### config.mk
export PLATFORM = sky130hd
export DESIGN_NAME = calc_alu_arbiter
export DESIGN_NICKNAME = d
export VERILOG_FILES = /design/src/rtl/calc_alu_arbiter.sv
export SDC_FILE = /design/constraint.sdc
export NUM_CORES = 1
export LEC_CHECK = 0
export ABC_CLOCK_PERIOD_IN_PS = 2800
export BUFFER_PORTS_ARGS = -buffer_cell sky130_fd_sc_hd__buf_2
export CORE_MARGIN = 2
export CORE_UTILIZATION = 45
export CTS_CLUSTER_SIZE = 12
export DETAILED_ROUTE_END_ITERATION = 7
export GPL_ROUTABILITY_DRIVEN = 0
export GPL_TIMING_DRIVEN = 0
export HOLD_SLACK_MARGIN = 0.15
export PLACE_DENSITY = 0.82
export SETUP_SLACK_MARGIN = 0.1
export SLEW_MARGIN = 20
export SYNTH_ARGS = -nofsm -noshare
export SYNTH_HDL_FRONTEND = slang
export SYNTH_SLANG_ARGS = --single-unit
export TNS_END_PERCENT = 20
### constraint.sdc
create_clock -name clk -period 2.8 [get_ports clk]
set_input_delay 0.14 -clock clk [delete_from_list [all_inputs] [get_ports clk]]
set_output_delay 0.14 -clock clk [all_outputs]
set_load 0.03 [all_outputs]
### src/rtl/calc_alu_arbiter.sv
// calc_alu_arbiter: round-robin arbiter sharing one multi-cycle ALU between two requesters.
// Define CALC_TIMEOUT_EN to abort a WAIT that lasts TIMEOUT cycles without alu_done.
module calc_alu_arbiter #(
   parameter int DATA_W  = 16,
   parameter int OP_W    = 4,
   parameter int TIMEOUT = 255
) (
   input  logic              clk,
   input  logic              rst,
   input  logic              req0_valid,
   input  logic [DATA_W-1:0] req0_a,
   input  logic [DATA_W-1:0] req0_b,
   input  logic [OP_W-1:0]   req0_op,
   output logic              req0_ready,
   output logic              rsp0_valid,
   output logic [DATA_W-1:0] rsp0_result,
   output logic              rsp0_err,
   input  logic              req1_valid,
   input  logic [DATA_W-1:0] req1_a,
   input  logic [DATA_W-1:0] req1_b,
   input  logic [OP_W-1:0]   req1_op,
   output logic              req1_ready,
   output logic              rsp1_valid,
   output logic [DATA_W-1:0] rsp1_result,
   output logic              rsp1_err,
   output logic              alu_start,
   output logic [DATA_W-1:0] alu_a,
   output logic [DATA_W-1:0] alu_b,
   output logic [OP_W-1:0]   alu_op,
   input  logic              alu_done,
   input  logic [DATA_W-1:0] alu_result,
   output logic              busy,
   output logic              grant_id
);
   typedef enum logic [1:0] {IDLE, ISSUE, WAIT, RESP} state_t;
   state_t            state_q, state_d;
   logic              prio_q, prio_d;
   logic              grant_q, grant_d;
   logic              start_q, start_d;
   logic              v0_q, v0_d, v1_q, v1_d;
   logic [DATA_W-1:0] a_q, a_d, b_q, b_d;
   logic [DATA_W-1:0] res0_q, res0_d, res1_q, res1_d;
   logic [OP_W-1:0]   op_q, op_d;
   logic              acc, win1, fin, timeout_hit;
   logic [DATA_W-1:0] res_in;

   if (TIMEOUT < 1) begin : g_bad_timeout
      $error("TIMEOUT must be at least 1");
   end

   // On a tie prio_q names the requester that was not served last.
   assign win1 = req1_valid & (~req0_valid | prio_q);
   assign acc = (state_q == IDLE) & (req0_valid | req1_valid);
   assign req0_ready = ~rst & acc & ~win1;
   assign req1_ready = ~rst & acc & win1;
   assign fin = alu_done | timeout_hit;
   assign res_in = alu_done ? alu_result : '0;

`ifdef CALC_TIMEOUT_EN
   localparam int CW = $clog2(TIMEOUT + 1);
   logic [CW-1:0] cnt_q, cnt_d;
   logic          e0_q, e0_d, e1_q, e1_d;
   assign timeout_hit = (state_q == WAIT) & (cnt_q == CW'(TIMEOUT - 1));
   // Counter idles at zero outside WAIT, so it is already clear on WAIT entry.
   always_comb begin
      cnt_d = (state_q == WAIT) ? cnt_q + 1'b1 : '0;
      e0_d = timeout_hit & ~alu_done & ~grant_q;
      e1_d = timeout_hit & ~alu_done & grant_q;
   end
   always_ff @(posedge clk or posedge rst) begin
      if (rst) begin
         cnt_q <= '0;
         e0_q <= 1'b0;
         e1_q <= 1'b0;
      end else begin
         cnt_q <= cnt_d;
         e0_q <= e0_d;
         e1_q <= e1_d;
      end
   end
   assign rsp0_err = e0_q;
   assign rsp1_err = e1_q;
`else
   assign timeout_hit = 1'b0;
   assign rsp0_err = 1'b0;
   assign rsp1_err = 1'b0;
`endif

   always_comb begin
      state_d = state_q;
      prio_d = prio_q;
      grant_d = grant_q;
      start_d = 1'b0;
      v0_d = 1'b0;
      v1_d = 1'b0;
      a_d = a_q;
      b_d = b_q;
      op_d = op_q;
      res0_d = res0_q;
      res1_d = res1_q;
      case (state_q)
         IDLE: if (acc) begin
            state_d = ISSUE;
            grant_d = win1;
            start_d = 1'b1;
            a_d = win1 ? req1_a : req0_a;
            b_d = win1 ? req1_b : req0_b;
            op_d = win1 ? req1_op : req0_op;
         end
         ISSUE: state_d = WAIT;
         WAIT: if (fin) begin
            state_d = RESP;
            v0_d = ~grant_q;
            v1_d = grant_q;
            res0_d = grant_q ? res0_q : res_in;
            res1_d = grant_q ? res_in : res1_q;
         end
         default: begin
            state_d = IDLE;
            prio_d = ~grant_q;
         end
      endcase
   end

   always_ff @(posedge clk or posedge rst) begin
      if (rst) begin
         state_q <= IDLE;
         prio_q <= 1'b0;
         grant_q <= 1'b0;
         start_q <= 1'b0;
         v0_q <= 1'b0;
         v1_q <= 1'b0;
         a_q <= '0;
         b_q <= '0;
         op_q <= '0;
         res0_q <= '0;
         res1_q <= '0;
      end else begin
         state_q <= state_d;
         prio_q <= prio_d;
         grant_q <= grant_d;
         start_q <= start_d;
         v0_q <= v0_d;
         v1_q <= v1_d;
         a_q <= a_d;
         b_q <= b_d;
         op_q <= op_d;
         res0_q <= res0_d;
         res1_q <= res1_d;
      end
   end

   assign busy = state_q != IDLE;
   assign grant_id = grant_q;
   assign alu_start = start_q;
   assign alu_a = a_q;
   assign alu_b = b_q;
   assign alu_op = op_q;
   assign rsp0_valid = v0_q;
   assign rsp1_valid = v1_q;
   assign rsp0_result = res0_q;
   assign rsp1_result = res1_q;
endmodule

==> impl_metrics.env, run 1 <==
export IMPL_route_met3_wl_um=756
export IMPL_postCtsSetupBuffers=0
export IMPL_die_h_um=89.9
export IMPL_grt_pass1_wl_um=16500
export IMPL_dr_total_vias=3300
export IMPL_hold_path_class="in2reg"
export IMPL_rows=31
export IMPL_io_pins=170
export IMPL_layout_common_cells="buf_2, dlygate4sd3_1, dfrtp_1"
export IMPL_die_x_um=89.9
export IMPL_fin_crit_sh_pct=81.6
export IMPL_fin_area_um2=5390
export IMPL_yosys_warnings=0
export IMPL_m1WireLength_um=3990
export IMPL_worst_setup_path_type="reg2reg"
export IMPL_dpl_cell_area_um2=4300
export IMPL_fp_coreArea_um2=7210
export IMPL_fin_util_pct=74.7
export IMPL_synth_xor_area_share_pct=0
export IMPL_synth_compound_area_share_pct=14.9
export IMPL_clockBufferDepth=2
export IMPL_cts_made_buffers=9
export IMPL_peakVddDrop_mv=0.575
export IMPL_insertion_delay_ns=0.34
export IMPL_wl_met2_um=5310
export IMPL_routedWlPerCell_um=16.4
export IMPL_synth_fa_ha_area_share_pct=1.13
export IMPL_wirelength_um=10300
export IMPL_cts_sinks=75
export IMPL_worst_hold_slack_ns=0.163
export IMPL_p_per_area_nw_per_um2=1200
export IMPL_post_cts_resized=0
export IMPL_hold_path_depth=3
export IMPL_hold_viol=0
export IMPL_synth_top_area_share_pct=56.5
export IMPL_synthMuxAreaShare_pct=13.2
export IMPL_dr_first_iter_drc_count=112
export IMPL_layout_drive_gt1_share_pct=45.0
export IMPL_grtUsageTotal_pct=25.6
export IMPL_fmax_mhz=438
export IMPL_placed_cells=525
export IMPL_grt_pass1_vias=3386
export IMPL_grt_setup_unrepaired="false"
export IMPL_final_cells=628
export IMPL_slew_viol_final=0
export IMPL_clockRootBuffer="clkbuf_8"
export IMPL_synth_distinct_cells=31
export IMPL_hpwlAfterDp_um=6230
export IMPL_layout_commonest_cell="buf_2"
export IMPL_grt_start_max_net_pins=48
export IMPL_top_layer_used="met4"
export IMPL_power_leakage_uw=0.00281
export IMPL_yosys_area_share_simple_pct=8.63
export IMPL_synth_yosys_seq_area_share_pct=56.5
export IMPL_period_needed_ns=2.29
export IMPL_critPathCaptureType="flip-flop"
export IMPL_cts_hold_buf=87
export IMPL_worstPathRequired_ns=3.02
export IMPL_reg2reg_depth=7
export IMPL_n_antenna_cell=0
export IMPL_synth_top_family_by_area="compound AO/OA/AOI/OAI gates"
export IMPL_layout_nets=620
export IMPL_cts_htree_levels=3
export IMPL_cts_tree="yes"
export IMPL_fillers=496
export IMPL_drv_cap=0
export IMPL_status="completed"
export IMPL_ant_nets=0
export IMPL_syn_cell_area_um2=3320
export IMPL_synth_area_top_cells="dfrtp_1, mux2_4, a221o_1"
export IMPL_arrival_ns=2.50
export IMPL_setup_violations=0
export IMPL_cts_clk_slew_worst_paths_ns=0.07
export IMPL_fp_dieArea_um2=8080
export IMPL_fin_ws_ns=0.515
export IMPL_drc_errors=0
export IMPL_grt_overflow_total=0
export IMPL_critPathLaunchType="flip-flop"
export IMPL_drtPass1Iterations=4
export IMPL_finClkSkew_ns=0.0110
export IMPL_dpl_worst_slack_ns=1.06
export IMPL_synth_seq_cells=75
export IMPL_start_util_pct=46.0
export IMPL_numPortBuffers=166
export IMPL_syn_to_final_growth_pct=62.4
export IMPL_synth_avg_cell_area_um2=12.9
export IMPL_synth_top_area_cell="dfrtp_1"
export IMPL_cp_max_fo=10
export IMPL_syn_inst=258
export IMPL_antenna_found_initial=0
export IMPL_via_per_inst=5.25
[area by class of cell]
| type | instances | area, µm² | share of cell area, % |
|---|---|---|---|
| buffer | 20 | 149 | 2.76 |
| multi-input combinational | 155 | 1260 | 23.5 |
| tap | 99 | 124 | 2.30 |
| clock inverter | 4 | 73.8 | 1.37 |
| timing repair buffer | 254 | 1720 | 31.9 |
| clock buffer | 12 | 145 | 2.69 |
| sequential | 75 | 1880 | 34.8 |
| inverter | 9 | 36.3 | 0.673 |
[cell families (layout without fill, tap and decap cells)]
kind of cell / count (synthesis) / count (layout)
and+or+nand+nor: 46 / 46
muxes: 33 / 33
buffers and inverters: 29 / 299
adders and majority gates: 3 / 3
DFF: 75 / 75
AOI/OAI and AO/OA: 71 / 71
other: 1 / 2
[worst max-delay path, cell delays in order, from the launching register on]
cell and delay, ns:
dfrtp_1 0.38, inv_1 0.08, ha_1 0.26, and2_1 0.22, clkbuf_1 0.19, and3_1 0.21
a221o_1 0.27, dlygate4sd3_1 0.56
[where the power goes]
| part | switching (µW) | internal (µW) | total [µW] |
|---|---|---|---|
| registers | 319 | 1620 | 1940 |
| clock network | 392 | 528 | 919 |
| logic | 2010 | 1590 | 3600 |
| total | 2720 | 3740 | 6460 |
[routing by layer]
layer	vias to the layer above	global-route usage (%)
met4	0	8.97
li1	1480	-
met5	-	0
met2	189	45.5
met3	22	5.45
met1	1609	30.8
[cells in the mapped netlist (all sizes together)]
cell    instances
and2            1
clkbuf          6
nor3            1
a21oi          16
conb            1
o32a            1
inv             9
and3           22
and2b           1
mux2           33
a21o            1
buf            14
nand2b          1
nand3b          1
a221o          21
o22a            1
nor4            1
o21ai          16
nand2           1
ha              3
nand3           1
nor2           16
dfrtp          75
a31oi          15
[state kept, by name, summed over array words and instances, names as in the netlist]
register,flops
rsp0_result,16
alu_a,16
alu_b,16
rsp1_valid,1
state_q,2
rsp1_result,16
rsp0_valid,1
grant_id,1
alu_op,4
alu_start,1
prio_q,1
[path summary, 6_finish.rpt]
| check | slack (ns) | end | startpoint |
|---|---|---|---|
| max | 0.51 | alu_b[8]$_DFFE_PP0P_ | state_q[0]$_DFFE_PP0P_ |
| min | 0.16 | alu_a[14]$_DFFE_PP0P_ | req1_a[14] |
| max reg2reg | 0.51 | alu_b[8]$_DFFE_PP0P_ | state_q[0]$_DFFE_PP0P_ |
| min reg2reg | 0.50 | rsp0_result[9]$_DFFE_PP0P_ | rsp0_result[9]$_DFFE_PP0P_ |
| max in group asynchronous | 1.88 | rsp1_result[2]$_DFFE_PP0P_ | rst |
| min in group asynchronous | 0.35 | alu_a[4]$_DFFE_PP0P_ | rst |
[metrics by stage]
step,power [µW],TNS (ns)
2_1_floorplan,4090,0
3_3_place_gp,4880,-3.93
3_5_place_dp,4960,0
4_1_cts,6390,0
5_1_grt,6780,0
6_report,6460,0
Note: power is estimated with default switching activity, not from simulation.
==> run 2: changes to the inputs <==
ABC_CLOCK_PERIOD_IN_PS = 1900   (was 2800)
CORE_UTILIZATION = 41   (was 45)
PLACE_DENSITY = 0.79   (was 0.82)
clock period = 1.9 ns   (was 2.8 ns; I/O delays follow)
==> run 2 against run 1 <==
Compared with the run above: via count is essentially flat; clock skew shrank 0.0028 ns; hold slack gained 0.076 ns; non-clock buffer count grew 5; clock power grew 34%; sequential share of layout area shrank 0.45 points; critical path type is now in2out; largest cell class is now buffers; largest power group unchanged.
==> impl_metrics.env, run 2 (synthesized netlist as in run 1, its figures left out) <==
export IMPL_finClkSkew_ns=0.00823
export IMPL_cts_made_buffers=9
export IMPL_rrSetupSlack_ns=0.27
export IMPL_hold_path_class="in2reg"
export IMPL_grt_start_max_net_pins=29
export IMPL_clockRootBuffer="clkbuf_8"
export IMPL_worstPathRequired_ns=1.80
export IMPL_n_antenna_cell=0
export IMPL_tns_ns=0
export IMPL_multiInputGateArea_um2=1280
export IMPL_rows=32
export IMPL_slew_viol_final=0
export IMPL_io_pins=170
export IMPL_period_needed_ns=1.83
export IMPL_grt_overflow_total=0
export IMPL_grt_setup_unrepaired="true"
export IMPL_arrival_ns=1.73
export IMPL_grt_pass1_vias=3471
export IMPL_hold_path_depth=3
export IMPL_worstReg2RegEnd="rsp0_result[5]$_DFFE_PP0P_"
export IMPL_grtUsageTotal_pct=25.2
export IMPL_max_slew_worst_pin_slew_ns=0.917
export IMPL_r2r_start="state_q[0]$_DFFE_PP0P_"
export IMPL_status="completed"
export IMPL_drtPass1Iterations=6
export IMPL_via_per_inst=5.19
export IMPL_numPortBuffers=166
export IMPL_drc_errors=0
export IMPL_start_util_pct=42.8
export IMPL_hold_viol=0
export IMPL_antenna_found_initial=0
export IMPL_dr_first_iter_drc_count=166
export IMPL_wirelength_um=11100
export IMPL_fp_coreArea_um2=7770
export IMPL_worst_setup_path_type="in2out"
export IMPL_layout_commonest_cell="buf_2"
export IMPL_reg2reg_depth=5
export IMPL_startpoint="req1_valid"
export IMPL_regArea_um2=1880
export IMPL_hold_start="alu_done"
export IMPL_cts_tree="yes"
export IMPL_fin_crit_sh_pct=96.2
export IMPL_die_h_um=94.0
export IMPL_syn_to_final_growth_pct=64.5
export IMPL_critPathLaunchType="primary input"
export IMPL_power_leakage_uw=0.00282
export IMPL_setup_violations=0
export IMPL_fmax_mhz=547
export IMPL_cts_htree_levels=3
export IMPL_cts_clk_slew_worst_paths_ns=0.08
export IMPL_cts_sinks=75
export IMPL_postCtsSetupBuffers=0
export IMPL_peakVddDrop_mv=0.761
export IMPL_ant_nets=0
export IMPL_grt_pass1_wl_um=17200
export IMPL_insertion_delay_ns=0.34
export IMPL_layout_nets=625
export IMPL_worst_hold_slack_ns=0.239
export IMPL_drv_cap=0
export IMPL_slew_headroom_pct=38.9
export IMPL_fillers=541
export IMPL_critPathCaptureType="output pin"
export IMPL_min_to="rsp1_result[9]$_DFFE_PP0P_"
export IMPL_routedWlPerCell_um=17.4
export IMPL_p_per_area_nw_per_um2=1620
export IMPL_hpwlAfterDp_um=6380
export IMPL_fp_dieArea_um2=8840
export IMPL_layout_drive_gt1_share_pct=45.9
export IMPL_cp_max_fo=10
export IMPL_clockBufferDepth=2
export IMPL_dr_total_vias=3298
export IMPL_die_x_um=94.0
export IMPL_layout_common_cells="buf_2, dlygate4sd3_1, dfrtp_1"
==> run 2: report_power, final <==
| group | internal (µW) | total (µW) | switching [µW] |
|---|---|---|---|
| sequential | 2390 | 2860 | 476 |
| clock | 616 | 1230 | 618 |
| combinational | 1840 | 4750 | 2910 |
| total | 4850 | 8850 | 4000 |
==> run 2: worst max-delay path: stages <==
cell and delay [ns]:
dlygate4sd3_1 0.54, buf_6 0.15, inv_2 0.10, clkbuf_1 0.24, nor4_1 0.35, buf_2 0.25
==> run 2: timing repair <==
action | CTS | global route
hold buffers | 91 | 0
gates resized for setup | 7 | 1
endpoints found under the hold margin | 88 | 0
setup endpoints to repair | 1 | 22
==> run 2: area by class of cell <==
| cell class | count | area share, % |
|---|---|---|
| clock inverter | 7 | 1.40 |
| inverter | 9 | 0.687 |
| timing repair buffer | 259 | 32.7 |
| tap | 102 | 2.34 |
| clock buffer | 9 | 2.27 |
| sequential | 75 | 34.4 |
| buffer | 20 | 2.79 |
| multi-input combinational | 155 | 23.4 |
==> run 2: metrics by stage <==
stage / setup slack [ns] / utilization (%) / std cells / power [µW] / instance area (µm²)
2_1_floorplan: 0.0378 / - / 259 / 6020 / 3330
3_5_place_dp: 0.165 / 55.7 / 529 / 7330 / 4330
5_1_grt: 0.0102 / 70.3 / 636 / 9310 / 5460
4_1_cts: 0.109 / 70.3 / 636 / 8770 / 5460
3_3_place_gp: -0.444 / 55.2 / 527 / 7210 / 4290
6_report: 0.0731 / 70.3 / 636 / 8850 / 5460
==> run 2: how the worst max path moves through the flow <==
stage	to	slack, ns	depth (start not counted)
floorplan	req1_ready	0.04	4
global route	req1_ready	0.01	6
CTS	req0_ready	0.11	6
detailed placement	req0_ready	0.17	6
finish	req1_ready	0.07	6
global placement	req0_ready	-0.44	4
==> run 2: per-layer routing <==
metal  wire [µm]  GRT usage, %  vias to the layer above  share of wire (%)
li1            -             -                     1491                  -
met1        4330          29.2                     1591                 39
met4         340          9.66                        0                3.1
met3         783          5.06                       33                7.1
met5           0             0                        -                  0
met2        5620          45.5                      183                 51
